[src/rtl/vedic_mult_pipe.sv]
// Three-stage pipelined Vedic (Urdhva-Tiryagbhyam) multiplier with Brent-Kung adders and valid/ready flow.
// Optional two's-complement operands are enabled by defining VEDIC_SIGNED_EN (adds the sgn port).

module vedic_bk_add #(
    parameter int N  = 8,
    parameter int CO = 0
) (
    input  logic            cin,
    input  logic [N-1:0]    x,
    input  logic [N-1:0]    y,
    output logic [N+CO-1:0] sum
);
    // Prefix tree spans only the positions whose carries are consumed.
    localparam int M    = N - 1 + CO;
    localparam int L    = $clog2(M);
    localparam int NLVL = 2 * L - 1;

    logic [N-1:0] half_s;
    logic [M-1:0] g0_s;
    logic [M-1:0] gp_s;
    logic [M-1:0] pp_s;
    logic [M:0]   carry_s;

    assign half_s = x ^ y;
    assign g0_s   = x[M-1:0] & y[M-1:0];

    for (genvar k = 0; k < NLVL; k++) begin : lvl
        localparam int D    = (k < L) ? k : (NLVL - 1 - k);
        localparam int KP   = (k == 0) ? 0 : (k - 1);
        localparam int SPAN = 2 ** D;
        logic [M-1:0] gi_s;
        logic [M-1:0] pi_s;
        logic [M-1:0] go_s;
        logic [M-1:0] po_s;

        if (k == 0) begin : head
            assign gi_s = g0_s;
            assign pi_s = half_s[M-1:0];
        end else begin : chain
            assign gi_s = lvl[KP].go_s;
            assign pi_s = lvl[KP].po_s;
        end

        // Up-sweep combines at block ends; down-sweep fills the interior positions.
        for (genvar i = 0; i < M; i++) begin : node
            localparam bit UP_NODE = (k < L) && (((i + 1) % (2 * SPAN)) == 0);
            localparam bit DN_NODE = (k >= L) && (((i + 1) % (2 * SPAN)) == SPAN) && ((i + 1) > (2 * SPAN));
            if (UP_NODE || DN_NODE) begin : op
                assign go_s[i] = gi_s[i] | (pi_s[i] & gi_s[i-SPAN]);
                assign po_s[i] = pi_s[i] & pi_s[i-SPAN];
            end else begin : pass
                assign go_s[i] = gi_s[i];
                assign po_s[i] = pi_s[i];
            end
        end
    end

    assign gp_s       = lvl[NLVL-1].go_s;
    assign pp_s       = lvl[NLVL-1].po_s;
    assign carry_s    = {gp_s | (pp_s & {M{cin}}), cin};
    assign sum[N-1:0] = half_s ^ carry_s[N-1:0];

    if (CO != 0) begin : cout
        assign sum[N] = carry_s[M];
    end
endmodule

module vedic_combine #(
    parameter int N = 8
) (
    input  logic [N-1:0]   ll,
    input  logic [N-1:0]   lh,
    input  logic [N-1:0]   hl,
    input  logic [N-1:0]   hh,
    output logic [2*N-1:0] p
);
    localparam int H = N / 2;

    logic [N:0]     mid_s;
    logic [N+H-1:0] upper_s;

    vedic_bk_add #(.N(N), .CO(1)) u_mid (
        .cin (1'b0),
        .x   (lh),
        .y   (hl),
        .sum (mid_s)
    );

    // The low H bits of LL never see a carry, so only the upper part is summed.
    vedic_bk_add #(.N(N + H), .CO(0)) u_top (
        .cin (1'b0),
        .x   ({hh, ll[N-1:H]}),
        .y   ({{(H-1){1'b0}}, mid_s}),
        .sum (upper_s)
    );

    assign p = {upper_s, ll[H-1:0]};
endmodule

module vedic_mul #(
    parameter int N = 4
) (
    input  logic [N-1:0]   a,
    input  logic [N-1:0]   b,
    output logic [2*N-1:0] p
);
    if (N == 2) begin : base
        logic c_s;
        assign c_s  = a[1] & b[0] & a[0] & b[1];
        assign p[0] = a[0] & b[0];
        assign p[1] = (a[1] & b[0]) ^ (a[0] & b[1]);
        assign p[2] = (a[1] & b[1]) ^ c_s;
        assign p[3] = (a[1] & b[1]) & c_s;
    end else begin : split
        localparam int H = N / 2;
        logic [N-1:0] ll_s;
        logic [N-1:0] lh_s;
        logic [N-1:0] hl_s;
        logic [N-1:0] hh_s;

        vedic_mul #(.N(H)) u_ll (.a(a[H-1:0]), .b(b[H-1:0]), .p(ll_s));
        vedic_mul #(.N(H)) u_lh (.a(a[H-1:0]), .b(b[N-1:H]), .p(lh_s));
        vedic_mul #(.N(H)) u_hl (.a(a[N-1:H]), .b(b[H-1:0]), .p(hl_s));
        vedic_mul #(.N(H)) u_hh (.a(a[N-1:H]), .b(b[N-1:H]), .p(hh_s));

        vedic_combine #(.N(N)) u_comb (
            .ll (ll_s),
            .lh (lh_s),
            .hl (hl_s),
            .hh (hh_s),
            .p  (p)
        );
    end
endmodule

module vedic_mult_pipe #(
    parameter int W = 8
) (
    input  logic           clk,
    input  logic           rst,
`ifdef VEDIC_SIGNED_EN
    input  logic           sgn,
`endif
    input  logic           in_valid,
    output logic           in_ready,
    input  logic [W-1:0]   a,
    input  logic [W-1:0]   b,
    output logic           out_valid,
    input  logic           out_ready,
    output logic [2*W-1:0] p
);
    localparam int H = W / 2;

    logic           en1_s;
    logic           en2_s;
    logic           en3_s;
    logic           v1_r;
    logic           v2_r;
    logic           v3_r;
    logic [W-1:0]   a_mag_s;
    logic [W-1:0]   b_mag_s;
    logic [W-1:0]   a1_r;
    logic [W-1:0]   b1_r;
    logic [W-1:0]   ll_s;
    logic [W-1:0]   lh_s;
    logic [W-1:0]   hl_s;
    logic [W-1:0]   hh_s;
    logic [W-1:0]   ll_r;
    logic [W-1:0]   lh_r;
    logic [W-1:0]   hl_r;
    logic [W-1:0]   hh_r;
    logic [2*W-1:0] mag_prod_s;
    logic [2*W-1:0] prod_s;
    logic [2*W-1:0] p_r;

    // A stage advances when it is empty or the stage after it advances.
    assign en3_s     = !v3_r || out_ready;
    assign en2_s     = !v2_r || en3_s;
    assign en1_s     = !v1_r || en2_s;
    assign in_ready  = en1_s;
    assign out_valid = v3_r;
    assign p         = p_r;

`ifdef VEDIC_SIGNED_EN
    logic           neg_s;
    logic           neg1_r;
    logic           neg2_r;
    logic [2*W-1:0] neg_prod_s;

    // The most negative operand maps to magnitude 2^(W-1), which still fits in W bits.
    assign a_mag_s = (sgn && a[W-1]) ? ((~a) + {{(W-1){1'b0}}, 1'b1}) : a;
    assign b_mag_s = (sgn && b[W-1]) ? ((~b) + {{(W-1){1'b0}}, 1'b1}) : b;
    assign neg_s   = sgn && (a[W-1] ^ b[W-1]);

    // Result sign follows its operands through S1 and S2.
    always_ff @(posedge clk or posedge rst) begin
        if (rst) begin
            neg1_r <= 1'b0;
            neg2_r <= 1'b0;
        end else begin
            if (en1_s) neg1_r <= neg_s;
            if (en2_s) neg2_r <= neg1_r;
        end
    end

    vedic_bk_add #(.N(2 * W), .CO(0)) u_neg (
        .cin (1'b1),
        .x   (~mag_prod_s),
        .y   ({(2*W){1'b0}}),
        .sum (neg_prod_s)
    );

    assign prod_s = neg2_r ? neg_prod_s : mag_prod_s;
`else
    assign a_mag_s = a;
    assign b_mag_s = b;
    assign prod_s  = mag_prod_s;
`endif

    vedic_mul #(.N(H)) u_ll (.a(a1_r[H-1:0]), .b(b1_r[H-1:0]), .p(ll_s));
    vedic_mul #(.N(H)) u_lh (.a(a1_r[H-1:0]), .b(b1_r[W-1:H]), .p(lh_s));
    vedic_mul #(.N(H)) u_hl (.a(a1_r[W-1:H]), .b(b1_r[H-1:0]), .p(hl_s));
    vedic_mul #(.N(H)) u_hh (.a(a1_r[W-1:H]), .b(b1_r[W-1:H]), .p(hh_s));

    vedic_combine #(.N(W)) u_comb (
        .ll (ll_r),
        .lh (lh_r),
        .hl (hl_r),
        .hh (hh_r),
        .p  (mag_prod_s)
    );

    // Stage valid flags.
    always_ff @(posedge clk or posedge rst) begin
        if (rst) begin
            v1_r <= 1'b0;
            v2_r <= 1'b0;
            v3_r <= 1'b0;
        end else begin
            if (en1_s) v1_r <= in_valid;
            if (en2_s) v2_r <= v1_r;
            if (en3_s) v3_r <= v2_r;
        end
    end

    // Stage data registers; each holds while its stage is stalled.
    always_ff @(posedge clk or posedge rst) begin
        if (rst) begin
            a1_r <= {W{1'b0}};
            b1_r <= {W{1'b0}};
            ll_r <= {W{1'b0}};
            lh_r <= {W{1'b0}};
            hl_r <= {W{1'b0}};
            hh_r <= {W{1'b0}};
            p_r  <= {(2*W){1'b0}};
        end else begin
            if (en1_s) begin
                a1_r <= a_mag_s;
                b1_r <= b_mag_s;
            end
            if (en2_s) begin
                ll_r <= ll_s;
                lh_r <= lh_s;
                hl_r <= hl_s;
                hh_r <= hh_s;
            end
            if (en3_s) begin
                p_r <= prod_s;
            end
        end
    end
endmodule
[config.mk]
export PLATFORM = sky130hd
export DESIGN_NAME = vedic_mult_pipe
export DESIGN_NICKNAME = d
export VERILOG_FILES = /design/src/rtl/vedic_mult_pipe.sv
export SDC_FILE = /design/constraint.sdc
export NUM_CORES = 1
export LEC_CHECK = 0
export ABC_CLOCK_PERIOD_IN_PS = 4400
export CAP_MARGIN = 20
export CORE_MARGIN = 5
export CORE_UTILIZATION = 40
export CTS_CLUSTER_SIZE = 28
export DETAILED_ROUTE_END_ITERATION = 8
export DONT_BUFFER_PORTS = 1
export GPL_ROUTABILITY_DRIVEN = 0
export PLACE_DENSITY = 0.66
export RECOVER_POWER = 50
export SLEW_MARGIN = 20
export SYNTH_ARGS = -nofsm -noshare
export SYNTH_HDL_FRONTEND = slang
export SYNTH_SLANG_ARGS = --single-unit
[constraint.sdc]
create_clock -name clk -period 4.4 [get_ports clk]
set_clock_uncertainty 0.1 [all_clocks]
set_input_delay 1.1 -clock clk [delete_from_list [all_inputs] [get_ports clk]]
set_output_delay 1.1 -clock clk [all_outputs]
set_load 0.03 [all_outputs]
== Yosys cells after proc, flatten, opt, wreduce, memory -nomap -nowiden ==
Index checks and enable logic that the tools add are counted.
W data, S select, Z words.
Cells by class
  bitwise gates (word level): 315
  reduce and logical (&&, ||, !) cells: 6
Operators with widths (number)
  $and A1 B1 Y1: 191
  $or A1 B1 Y1: 62
  $xor A1 B1 Y1: 32
  $xor A4 B4 Y4: 8
  $xor A6 B5 Y6: 4
  $xor A6 B6 Y6: 4
  $and A5 B5 Y5: 4
  $and A4 B4 Y4: 4
  $xor A8 B8 Y8: 2
  $xor A12 B12 Y12: 1
  $xor A12 B9 Y12: 1
  $and A11 B9 Y11: 1
  $and A8 B8 Y8: 1
  $logic_not A1 Y1: 3
  $logic_or A1 B1 Y1: 3
Word-level totals
  register bits: 67

== Depth between registers and ports, before layout ==
Gate-level depths: netlist of run 1.
  word-level depth: 22
  gate-level depth with buffers: 16

== Cells and area by module ==
A second synthesis of run 1 with hierarchy kept.
Second synthesis, totals
  cell total of the unflattened synthesis: 555
  area, all modules: 5791.8 um^2
Modules (own cells, without submodules)
  vedic_mult_pipe: cells an instance 144, times used 1, area an instance 2513.7 um^2
  vedic_bk_add at u_hh.split.u_comb.u_top ...: cells an instance 25, times used 4, area an instance 221.5 um^2
  vedic_mul at u_hh.split.u_hh ...: cells an instance 7, times used 16, area an instance 50.0 um^2
  vedic_bk_add at u_hh.split.u_comb.u_mid ...: cells an instance 17, times used 4, area an instance 147.6 um^2
  vedic_bk_add at u_comb.u_top: cells an instance 73, times used 1, area an instance 554.3 um^2
  vedic_bk_add at u_comb.u_mid: cells an instance 41, times used 1, area an instance 337.8 um^2
  vedic_combine at u_hh.split.u_comb ...: cells an instance 3, times used 4, area an instance 18.8 um^2
  vedic_combine at u_comb: cells an instance 5, times used 1, area an instance 33.8 um^2

== Least setup slack after synthesis of run 1 ==
No wires, ideal clock.
  kind: register -> register
  start: register lh_r[0]
  end: register p_r[12] (netlist: p[12])
  cell stages (with the launch flop): 16
  data arrival time: 3.185 ns
  clock period less this slack: 3.363 ns
  library setup time: 0.078 ns
  path slack: 1.037 ns
  data required time: 4.222 ns
  path through: dfrtp_1 -> ha_1 -> inv_1 -> fa_1 -> nor2b_1 -> o21ai_0 -> nor2b_1 -> fa_1 -> inv_1 -> ha_1 -> a21o_1 -> a21oi_1 -> o21ai_0 -> a31oi_1 -> fa_1 -> a21oi_1
On the way
  longest elaborated chain between the ends: 16
  elaborated cells on any way between the ends: 38
  those cells by class: bitwise: 38
Ends and longest elaborated chain
  start: declaration: line 169  | logic [W-1:0] lh_r;
  start signal: assignment: line 252  | lh_r <= {W{1'b0}};
  start signal: assignment: line 263  | lh_r <= lh_s;
  $and A8 B8 Y8: line 25  | assign g0_s = x[M-1:0] & y[M-1:0];
  $and A1 B1 Y1: line 49  | assign go_s[i] = gi_s[i] | (pi_s[i] & gi_s[i-SPAN]);
  $or A1 B1 Y1: line 49
  $and A1 B1 Y1: line 49
  $or A1 B1 Y1: line 49
  $and A1 B1 Y1: line 49
  $or A1 B1 Y1: line 49
  $and A1 B1 Y1: line 49
  $or A1 B1 Y1: line 49
  $xor A8 B8 Y8: line 61  | assign sum[N-1:0] = half_s ^ carry_s[N-1:0];
  $xor A12 B9 Y12: line 24  | assign half_s = x ^ y;
  $and A1 B1 Y1 (on tied branches): line 49, 50
  $or A1 B1 Y1 (tied with other cells): line 49
  $or A1 B1 Y1 / $and A1 B1 Y1 (equally long branches): line 49
  $or A1 B1 Y1: line 49
  $xor A12 B12 Y12 (*): line 61
  end signal: assignment: line 255  | p_r <= {(2*W){1'b0}};
  end signal: assignment: line 268  | p_r <= prod_s;
  end: declaration: line 174  | logic [2*W-1:0] p_r;
Every way passes the cells marked *; elsewhere a longest branch is shown, timed or not.
A chain may end at the register's enable or synchronous reset.

== Worst setup path after layout of run 1 ==
  start: input port out_ready
  end: output port in_ready
On the way
  longest elaborated chain between the ends: 3
Ends and longest elaborated chain
  start: declaration: line 149  | input logic out_ready,
  $logic_or A1 B1 Y1: line 177  | assign en3_s = !v3_r || out_ready;
  $logic_or A1 B1 Y1: line 178  | assign en2_s = !v2_r || en3_s;
  $logic_or A1 B1 Y1: line 179  | assign en1_s = !v1_r || en2_s;
  end: declaration: line 145  | output logic in_ready,
No other way between the ends.

==> impl_metrics.py, run 1 <==
metrics = {
    "status": {
        "outcome": "finished with violations",
        "violations": "capacitance limit, slew limit",
    },
    "pwr": {
        "combinationalPowerShare": 0.427,
        "switchingPower_uw": 1350,
        "powerDensity_nw_per_um2": 628,
        "pwr-share-seq": 0.331,
        "p_leak_uw": 0.00276,
        "power.internal_uw": 2040,
        "ir_drop_v": 0.000254,
        "switching_share": 0.397,
        "report.power.total_uw": 3390,
        "p_clk_frac": 0.242,
    },
    "synth": {
        "synth_seq_cells": 67,
        "synth_cell_type_count": 27,
        "synth_nets": 616,
        "netlist_instances": 511,
        "seq_area_frac_synth": 0.338,
        "yosysWarnings": 0,
        "syn-cell-area_um2": 4950,
        "syn_avg_cell_area_um2": 9.69,
    },
    "clock_tree": {
        "postCtsSetupBuffers": 0,
        "cts_buffer_depth": 2,
        "cts-root-buf": "clkbuf_16",
        "cts_buffers": 9,
        "cts_sinks": 67,
        "ctsHoldBuffers": 0,
        "cts_tree": "built",
        "cts.htree.levels": 3,
        "clkLatencyLatePin_ps": 330,
        "cts_resized": 0,
        "clkTransAtPathRegs_ps": 50,
    },
    "worst_hold_path": {
        "hold_path.class": "reg2reg",
    },
    "layout": {
        "antenna_cells": 0,
        "area_growth_pct": 8.84,
        "fin_nets": 602,
        "drive_above_1_share": 0.0778,
        "regArea_um2": 1680,
        "fillers": 1133,
        "multi_input_area_um2": 2970,
    },
    "timing": {
        "max_freq_mhz": 252,
        "maxSlewHeadroom": -0.00433,
        "finalMaxSlewViolations": 22,
        "setup_violations": 0,
        "finalHoldViolCount": 0,
        "tns_ps": 0,
        "worst_pin_slew_ps": 1500,
        "rsz0062_at_grt": "false",
        "min_period_ps": 3970,
        "fin_crit_sh": 0.902,
    },
    "placement": {
        "port_buffers": 0,
        "post-dp-hpwl_um": 7580,
    },
    "floorplan": {
        "start_util": 0.411,
        "core_area_um2": 12100,
        "die_area_um2": 14700,
        "io_pins": 38,
        "dieHeight_um": 121,
        "die_x_um": 121,
        "rows": 40,
    },
    "detailed_routing": {
        "routed_via_density": 4.83,
        "drc": 0,
        "vias": 3229,
        "wl_um": 9830,
        "drt_iter0_drc": 140,
        "ant_nets": 0,
        "firstDrtPassIters": 4,
        "wl_per_cell_um": 14.7,
    },
    "worst_setup_path": {
        "crit_family": "simple AND/OR/NAND/NOR gates",
        "path_max_fanout": 21,
        "startpoint_type": "primary input",
        "rrSetupSlack_ps": 800,
        "critPathKind": "in2out",
        "slowest_stage": "nor2b_1",
        "required_ps": 3200,
        "critPathMaxStageDelay_ps": 1110,
        "arrival_ps": 2770,
        "path_buf_inv": 0,
        "crit_path_cell_trace": "nor2b_1 > nand3_4",
        "end_kind": "output pin",
    },
    "grt": {
        "antenna_found_initial": 0,
        "grt_overflow": 0,
        "grt_max_degree": 61,
        "grt_pass1_wl_um": 17300,
        "grt_usage": 0.148,
        "grt_pass1_vias": 3553,
    },
    "flow_run": {
        "cap_violations": 1,
    },
}
==> power by group through the flow <==
stage | Clock [uW] | Sequential [uW] | Combinational [uW]
after floorplan | 0 | 1050 | 1190
after global placement | 0 | 1130 | 1380
after detailed placement | 0 | 1140 | 1450
after CTS | 836 | 1120 | 1470
after global routing | 862 | 1150 | 1700
final | 819 | 1120 | 1450
==> cell usage after synthesis, drive strengths merged <==
cell,n,area [um^2]
nand2,86,325
xor2,15,131
a22o,1,8.76
and4,1,8.76
dfrtp,67,1680
a31oi,1,6.26
inv,51,191
o21a,2,15.0
fa,29,581
nor2b,3,26.3
nor2,32,120
and2,28,175
nand2b,5,31.3
o21ai,21,105
mux2,21,267
a21oi,19,95.1
clkbuf,21,78.8
xnor2,21,184
nand3,5,37.5
a21o,21,158
ha,56,701
buf,5,31.3
==> layout by cell type, fill, tap and decap left out, types with 9 or more instances in the layout <==
master,Yosys,final
fa_1,29,29
a21oi_1,19,19
xor2_1,15,15
o21ai_0,21,21
nand2_1,85,85
and2_1,28,28
a21o_1,21,21
xnor2_1,21,21
clkbuf_16,0,9
inv_1,51,51
ha_1,56,56
mux2_2,13,13
nor2_1,32,32
dfrtp_1,67,67
==> kinds of logic after synthesis <==
logic type / count (synthesis) / share of synthesized area
and+or+nand+nor: 160 / 0.146
muxes: 21 / 0.0538
AOI/OAI and AO/OA: 65 / 0.0783
adders and majority gates: 85 / 0.259
buffers and inverters: 77 / 0.0609
DFF: 67 / 0.338
xor gates and xnor gates: 36 / 0.0637
==> cell type report <==
type / instances / share of cell area
timing repair buffer: 1 / 0.000928
inverter: 51 / 0.0355
sequential: 67 / 0.311
multi-input combinational: 367 / 0.550
clock buffer: 9 / 0.0418
clock inverter: 6 / 0.0214
tap: 168 / 0.0390
==> state kept, by name (all words and copies together) (netlist names) <==
register and cells:
v2_r 1, lh_r 8, v1_r 1, ll_r 8
hh_r 8, a1_r 8, p 16, hl_r 8
out_valid 1, b1_r 8
==> metrics by stage <==
stage	util	instances	area (um^2)	setup slack (ps)	hold WS, ps
floorplan	-	511	4950	1040	342
global placement	0.420	654	5060	890	362
detailed placement	0.420	654	5060	772	368
CTS	0.448	669	5400	784	382
global route	0.447	669	5390	274	419
finish	0.447	669	5390	430	375
==> final timing paths <==
path                            from       end  depth (start not counted)
min in group asynchronous        rst      p[0]                          1
min                          ll_r[2]      p[2]                          2
max in group asynchronous        rst   hh_r[4]                          2
max                        out_ready  in_ready                          2
max reg2reg                  lh_r[0]     p[13]                         15
min reg2reg                  ll_r[2]      p[2]                          2
==> metal layers <==
metal	share of wire	vias to the layer above	track usage
met2	0.44	75	0.227
met4	0.024	0	0.0553
met3	0.054	18	0.0401
met1	0.48	1536	0.199
li1	-	1600	-
met5	0	-	0
Note: power is estimated with default switching activity, not from simulation.
==> inputs of run 2 (changes only) <==
- CORE_ASPECT_RATIO: unset -> 0.5
==> impl_metrics.py, run 2 (synthesis gave the netlist of run 1 again) <==
metrics = {
    "status": {
        "outcome": "complete, no violations",
    },
    "worst_setup_path": {
        "path_buf_inv": 1,
        "crit_family": "adder cells",
        "arrival_ps": 3700,
        "rrSetupSlack_ps": 780,
        "crit_path_cell_trace": "ha_1 > inv_1 > fa_1 > nor2b_1 > o21ai_0 > nor2b_1 > fa_1 > xnor2_1 > ha_1 > nand2_1 > o21ai_0 > a31oi_1 > fa_1 > xor2_1 > a21oi_1",
        "path_max_fanout": 3,
        "r2r-start": "lh_r[0]",
        "critPathMaxStageDelay_ps": 400,
        "r2r_end": "p[13]",
        "r2r_cells": 15,
        "crit_path_frequent_cell": "fa_1",
        "end_kind": "flip-flop",
        "startpoint_type": "flip-flop",
        "slowest_stage": "fa_1",
        "critPathKind": "reg2reg",
        "required_ps": 4490,
    },
    "clock_tree": {
        "cts_buffer_depth": 2,
        "clkLatencyLatePin_ps": 330,
        "cts_sinks": 67,
        "postCtsSetupBuffers": 0,
        "cts_resized": 0,
        "cts-root-buf": "clkbuf_16",
        "ctsHoldBuffers": 0,
        "cts_buffers": 9,
        "clkTransAtPathRegs_ps": 60,
        "cts.htree.levels": 3,
        "cts_tree": "built",
    },
    "timing": {
        "finalMaxSlewViolations": 0,
        "maxSlewHeadroom": 0.319,
        "tns_ps": 0,
        "setup_violations": 0,
        "worst_pin_slew_ps": 1020,
        "hold_slack_ps": 380,
        "finalHoldViolCount": 0,
        "fin_crit_sh": 0.822,
        "rsz0062_at_grt": "false",
        "setup_ws_ps": 785,
        "max_freq_mhz": 277,
        "min_period_ps": 3620,
    },
    "grt": {
        "grt_pass1_vias": 3312,
        "grt_max_degree": 61,
        "grt_pass1_wl_um": 17200,
        "grt_overflow": 0,
        "grt_usage": 0.147,
        "antenna_found_initial": 0,
    },
    "flow_run": {
        "cap_violations": 0,
    },
    "detailed_routing": {
        "wl_met2_um": 3830,
        "met3WireLength_um": 780,
        "wl_per_cell_um": 14.9,
        "vias": 3194,
        "highest_layer": "met4",
        "firstDrtPassIters": 4,
        "drt_iter0_drc": 195,
        "wl_um": 9910,
        "ant_nets": 0,
        "routed_via_density": 4.79,
        "met1_length_um": 5150,
        "drc": 0,
    },
    "layout": {
        "final_util": 0.450,
        "area_growth_pct": 8.46,
        "layout_commonest_cell": "nand2_1",
        "fillers": 1106,
        "instances_no_fill": 667,
        "largest_reg_flops": 16,
        "drive_above_1_share": 0.0798,
        "mostFrequentLayoutCells": "nand2_1, dfrtp_1, ha_1, inv_1, nor2_1",
        "fin_nets": 602,
        "multi_input_area_um2": 2980,
        "regArea_um2": 1680,
    },
    "floorplan": {
        "die_area_um2": 14800,
        "start_util": 0.415,
        "io_pins": 38,
        "dieHeight_um": 88.7,
        "rows": 28,
        "die_x_um": 167,
        "core_area_um2": 11900,
    },
    "pwr": {
        "pwr-share-seq": 0.340,
        "power.internal_uw": 1970,
        "p_clk_frac": 0.232,
        "powerDensity_nw_per_um2": 613,
        "switchingPower_uw": 1320,
        "ir_drop_v": 0.000225,
        "p_leak_uw": 0.00276,
        "switching_share": 0.401,
        "combinationalPowerShare": 0.428,
    },
    "placement": {
        "place_inst": 651,
        "place_ws_ps": 777,
        "post-dp-hpwl_um": 7730,
        "port_buffers": 0,
    },
    "worst_hold_path": {
        "whs_endpoint": "p[1]",
        "hold_depth": 2,
        "hold_path.class": "reg2reg",
        "min-delay-start": "ll_r[1]",
    },
}
[run 2: changes by cell type in the layout (fill, tap and decap cells not counted), sizes merged]
cell	delta
inv	+1
bufinv	-1
diode	+1
[run 2: layout make-up]
| class | instances | share of cell area |
|---|---|---|
| multi-input cells | 367 | 0.554 |
| flip-flops and latches | 67 | 0.312 |
| diodes | 1 | 0.000466 |
| repair buffers | 1 | 0.000932 |
| clock inverters | 6 | 0.0168 |
| well taps | 165 | 0.0384 |
| inverters | 51 | 0.0356 |
| clock buffers | 9 | 0.0419 |
[run 2: worst max path at each step]
| stage | start | end | slack (ps) | cells past startpoint |
|---|---|---|---|---|
| after global routing | lh_r[0] | p[13] | 540 | 15 |
| final | lh_r[0] | p[13] | 780 | 15 |
| after floorplan | lh_r[0] | p[12] | 1040 | 15 |
| after global placement | lh_r[0] | p[12] | 900 | 15 |
| after CTS | lh_r[0] | p[13] | 760 | 15 |
| after detailed placement | lh_r[0] | p[13] | 780 | 15 |
[run 2: power groups by stage]
| stage | Clock [uW] | Sequential, uW | Combinational (uW) |
|---|---|---|---|
| after floorplan | 0 | 1050 | 1190 |
| after global placement | 0 | 1140 | 1390 |
| after detailed placement | 0 | 1140 | 1420 |
| after CTS | 785 | 1130 | 1440 |
| after global routing | 809 | 1160 | 1680 |
| final | 764 | 1120 | 1410 |
[run 2: through the flow]
| step | area (um^2) | power [uW] |
|---|---|---|
| floorplan | 4950 | 2240 |
| global placement | 5060 | 2520 |
| detailed placement | 5060 | 2560 |
| CTS | 5370 | 3350 |
| global route | 5370 | 3640 |
| finish | 5370 | 3300 |
[run 2: worst min-delay path: cells and delay by family, from the launching register on]
kind	cells	cell delay, ps
DFF	1	350
and+or+nand+nor	2	100
[run 2: per-layer routing]
layer,up-vias,global-route usage
li1,1606,-
met2,58,0.205
met3,13,0.0544
met4,0,0.0501
met5,-,0
met1,1517,0.211
==> inputs of run 3 (changes only) <==
- ABC_CLOCK_PERIOD_IN_PS: 4400 -> 3300
- PLACE_DENSITY: 0.66 -> 0.68
- clock period: 4.4 -> 3.3 ns (I/O delays scaled with it)
==> impl_metrics.py, run 3 (synthesis gave the netlist of run 1 again) <==
metrics = {
    "layout": {
        "fin_nets": 677,
        "regArea_um2": 1700,
        "area_growth_pct": 24.9,
        "multi_input_area_um2": 3200,
        "antenna_cells": 0,
        "instances_no_fill": 742,
        "stdcell_area_um2": 6190,
        "fillers": 1024,
        "drive_above_1_share": 0.312,
        "largest_reg_flops": 16,
        "layout_commonest_cell": "nand2_1",
        "mostFrequentLayoutCells": "nand2_1, buf_4, dfrtp_1, ha_1, inv_1",
    },
    "worst_hold_path": {
        "hold_depth": 2,
        "hold_path.class": "reg2reg",
        "min-delay-start": "ll_r[2]",
    },
    "timing": {
        "maxSlewHeadroom": 0.217,
        "tns_ps": -69.8,
        "fin_crit_sh": 1.02,
        "max_freq_mhz": 297,
        "setup_ws_ps": -66.6,
        "setup_violations": 2,
        "finalMaxSlewViolations": 0,
        "min_period_ps": 3370,
        "rsz0062_at_grt": "true",
        "finalHoldViolCount": 0,
        "worst_pin_slew_ps": 1180,
    },
    "grt": {
        "grt_max_degree": 47,
        "grt_pass1_vias": 3517,
        "grt_usage": 0.157,
        "antenna_found_initial": 1,
        "grt_overflow": 0,
        "grt_pass1_wl_um": 18100,
    },
    "placement": {
        "placed_cell_area_um2": 5470,
        "post-dp-hpwl_um": 8400,
        "place_ws_ps": -158,
        "place_inst": 704,
        "port_buffers": 0,
    },
    "pwr": {
        "report.power.total_uw": 4860,
        "powerDensity_nw_per_um2": 785,
        "ir_drop_v": 0.000343,
        "p_leak_uw": 0.00312,
    },
    "detailed_routing": {
        "wl_per_cell_um": 15.2,
        "drt_iter0_drc": 233,
        "vias": 3526,
        "met3WireLength_um": 849,
        "routed_via_density": 4.75,
        "met1_length_um": 5400,
        "firstDrtPassIters": 4,
        "highest_layer": "met5",
        "drc": 0,
        "ant_nets": 0,
        "wl_met2_um": 4870,
        "wl_um": 11300,
    },
    "worst_setup_path": {
        "path_max_fanout": 3,
        "startpoint_type": "flip-flop",
        "critPathLaunch": "lh_r[0]",
        "end_kind": "flip-flop",
        "critPathKind": "reg2reg",
        "arrival_ps": 3530,
        "r2r-start": "lh_r[0]",
        "required_ps": 3460,
        "r2r_cells": 15,
    },
    "floorplan": {
        "rows": 28,
        "die_x_um": 167,
        "core_area_um2": 11900,
        "io_pins": 38,
        "dieHeight_um": 88.7,
        "start_util": 0.415,
        "die_area_um2": 14800,
    },
    "clock_tree": {
        "ctsHoldBuffers": 0,
        "cts.htree.levels": 3,
        "cts_sinks": 67,
        "clkTransAtPathRegs_ps": 60,
        "cts_tree": "built",
        "cts_buffers": 9,
        "cts-root-buf": "clkbuf_16",
        "cts_buffer_depth": 2,
        "clkLatencyLatePin_ps": 340,
    },
    "flow_run": {
        "cap_violations": 0,
    },
    "status": {
        "violations": "setup timing",
        "outcome": "finished with violations",
    },
}
-- run 3: cell types whose count changed in the layout (fill, tap and decap cells not counted), sizes merged --
cell,before,now
clkinv,2,4
diode,1,0
clkbuf,10,13
buf,0,73
bufinv,2,0
-- run 3: metal layers --
layer | global-route usage | up-vias
met5 | 0 | -
met4 | 0.0434 | 2
met3 | 0.0616 | 16
met2 | 0.238 | 55
met1 | 0.212 | 1711
li1 | - | 1742
-- run 3: final cells by class --
| type | count | share of cell area |
|---|---|---|
| clock buffers | 10 | 0.0386 |
| repair buffers | 76 | 0.0989 |
| well taps | 165 | 0.0334 |
| multi-input cells | 367 | 0.518 |
| flip-flops and latches | 67 | 0.274 |
| inverters | 51 | 0.0309 |
| clock inverters | 6 | 0.00647 |
-- run 3: critical path, stage by stage, from the launching register on --
cell     delay [ps]
dfrtp_1         350
ha_1            140
inv_1            50
fa_2            330
nor2b_1         130
o21ai_1          80
nor2b_1         150
fa_1            470
inv_1            50
ha_1            280
a21o_1          170
a21oi_2         170
o21ai_4         100
a31oi_2         150
fa_2            460
a21oi_2         120
-- run 3: final timing paths --
check	to	slack, ps
max in group asynchronous	b1_r[7]	960
worst min register to register	p[2]	390
worst max-delay path	p[12]	-70
worst max register to register	p[12]	-70
worst min-delay path	p[2]	390
min in group asynchronous	p[2]	430
-- run 3: per-stage QoR --
| stage | hold WS, ps | util |
|---|---|---|
| detailed placement | 372 | 0.458 |
| global route | 408 | 0.518 |
| floorplan | 342 | - |
| finish | 386 | 0.518 |
| global placement | 359 | 0.458 |
| CTS | 302 | 0.489 |
-- run 3: what timing repair did --
action / 4_1_cts / 5_1_grt
buffers inserted: 6 / 16
setup endpoints to repair: 11 / 14
gates resized for setup: 20 / 65
pin swaps: 10 / 39
hold endpoints to repair: 0 / 0
-- run 3: report_power, final --
group,internal (uW),switching (uW)
Clock,528,367
Sequential,1090,397
Combinational,1260,1220
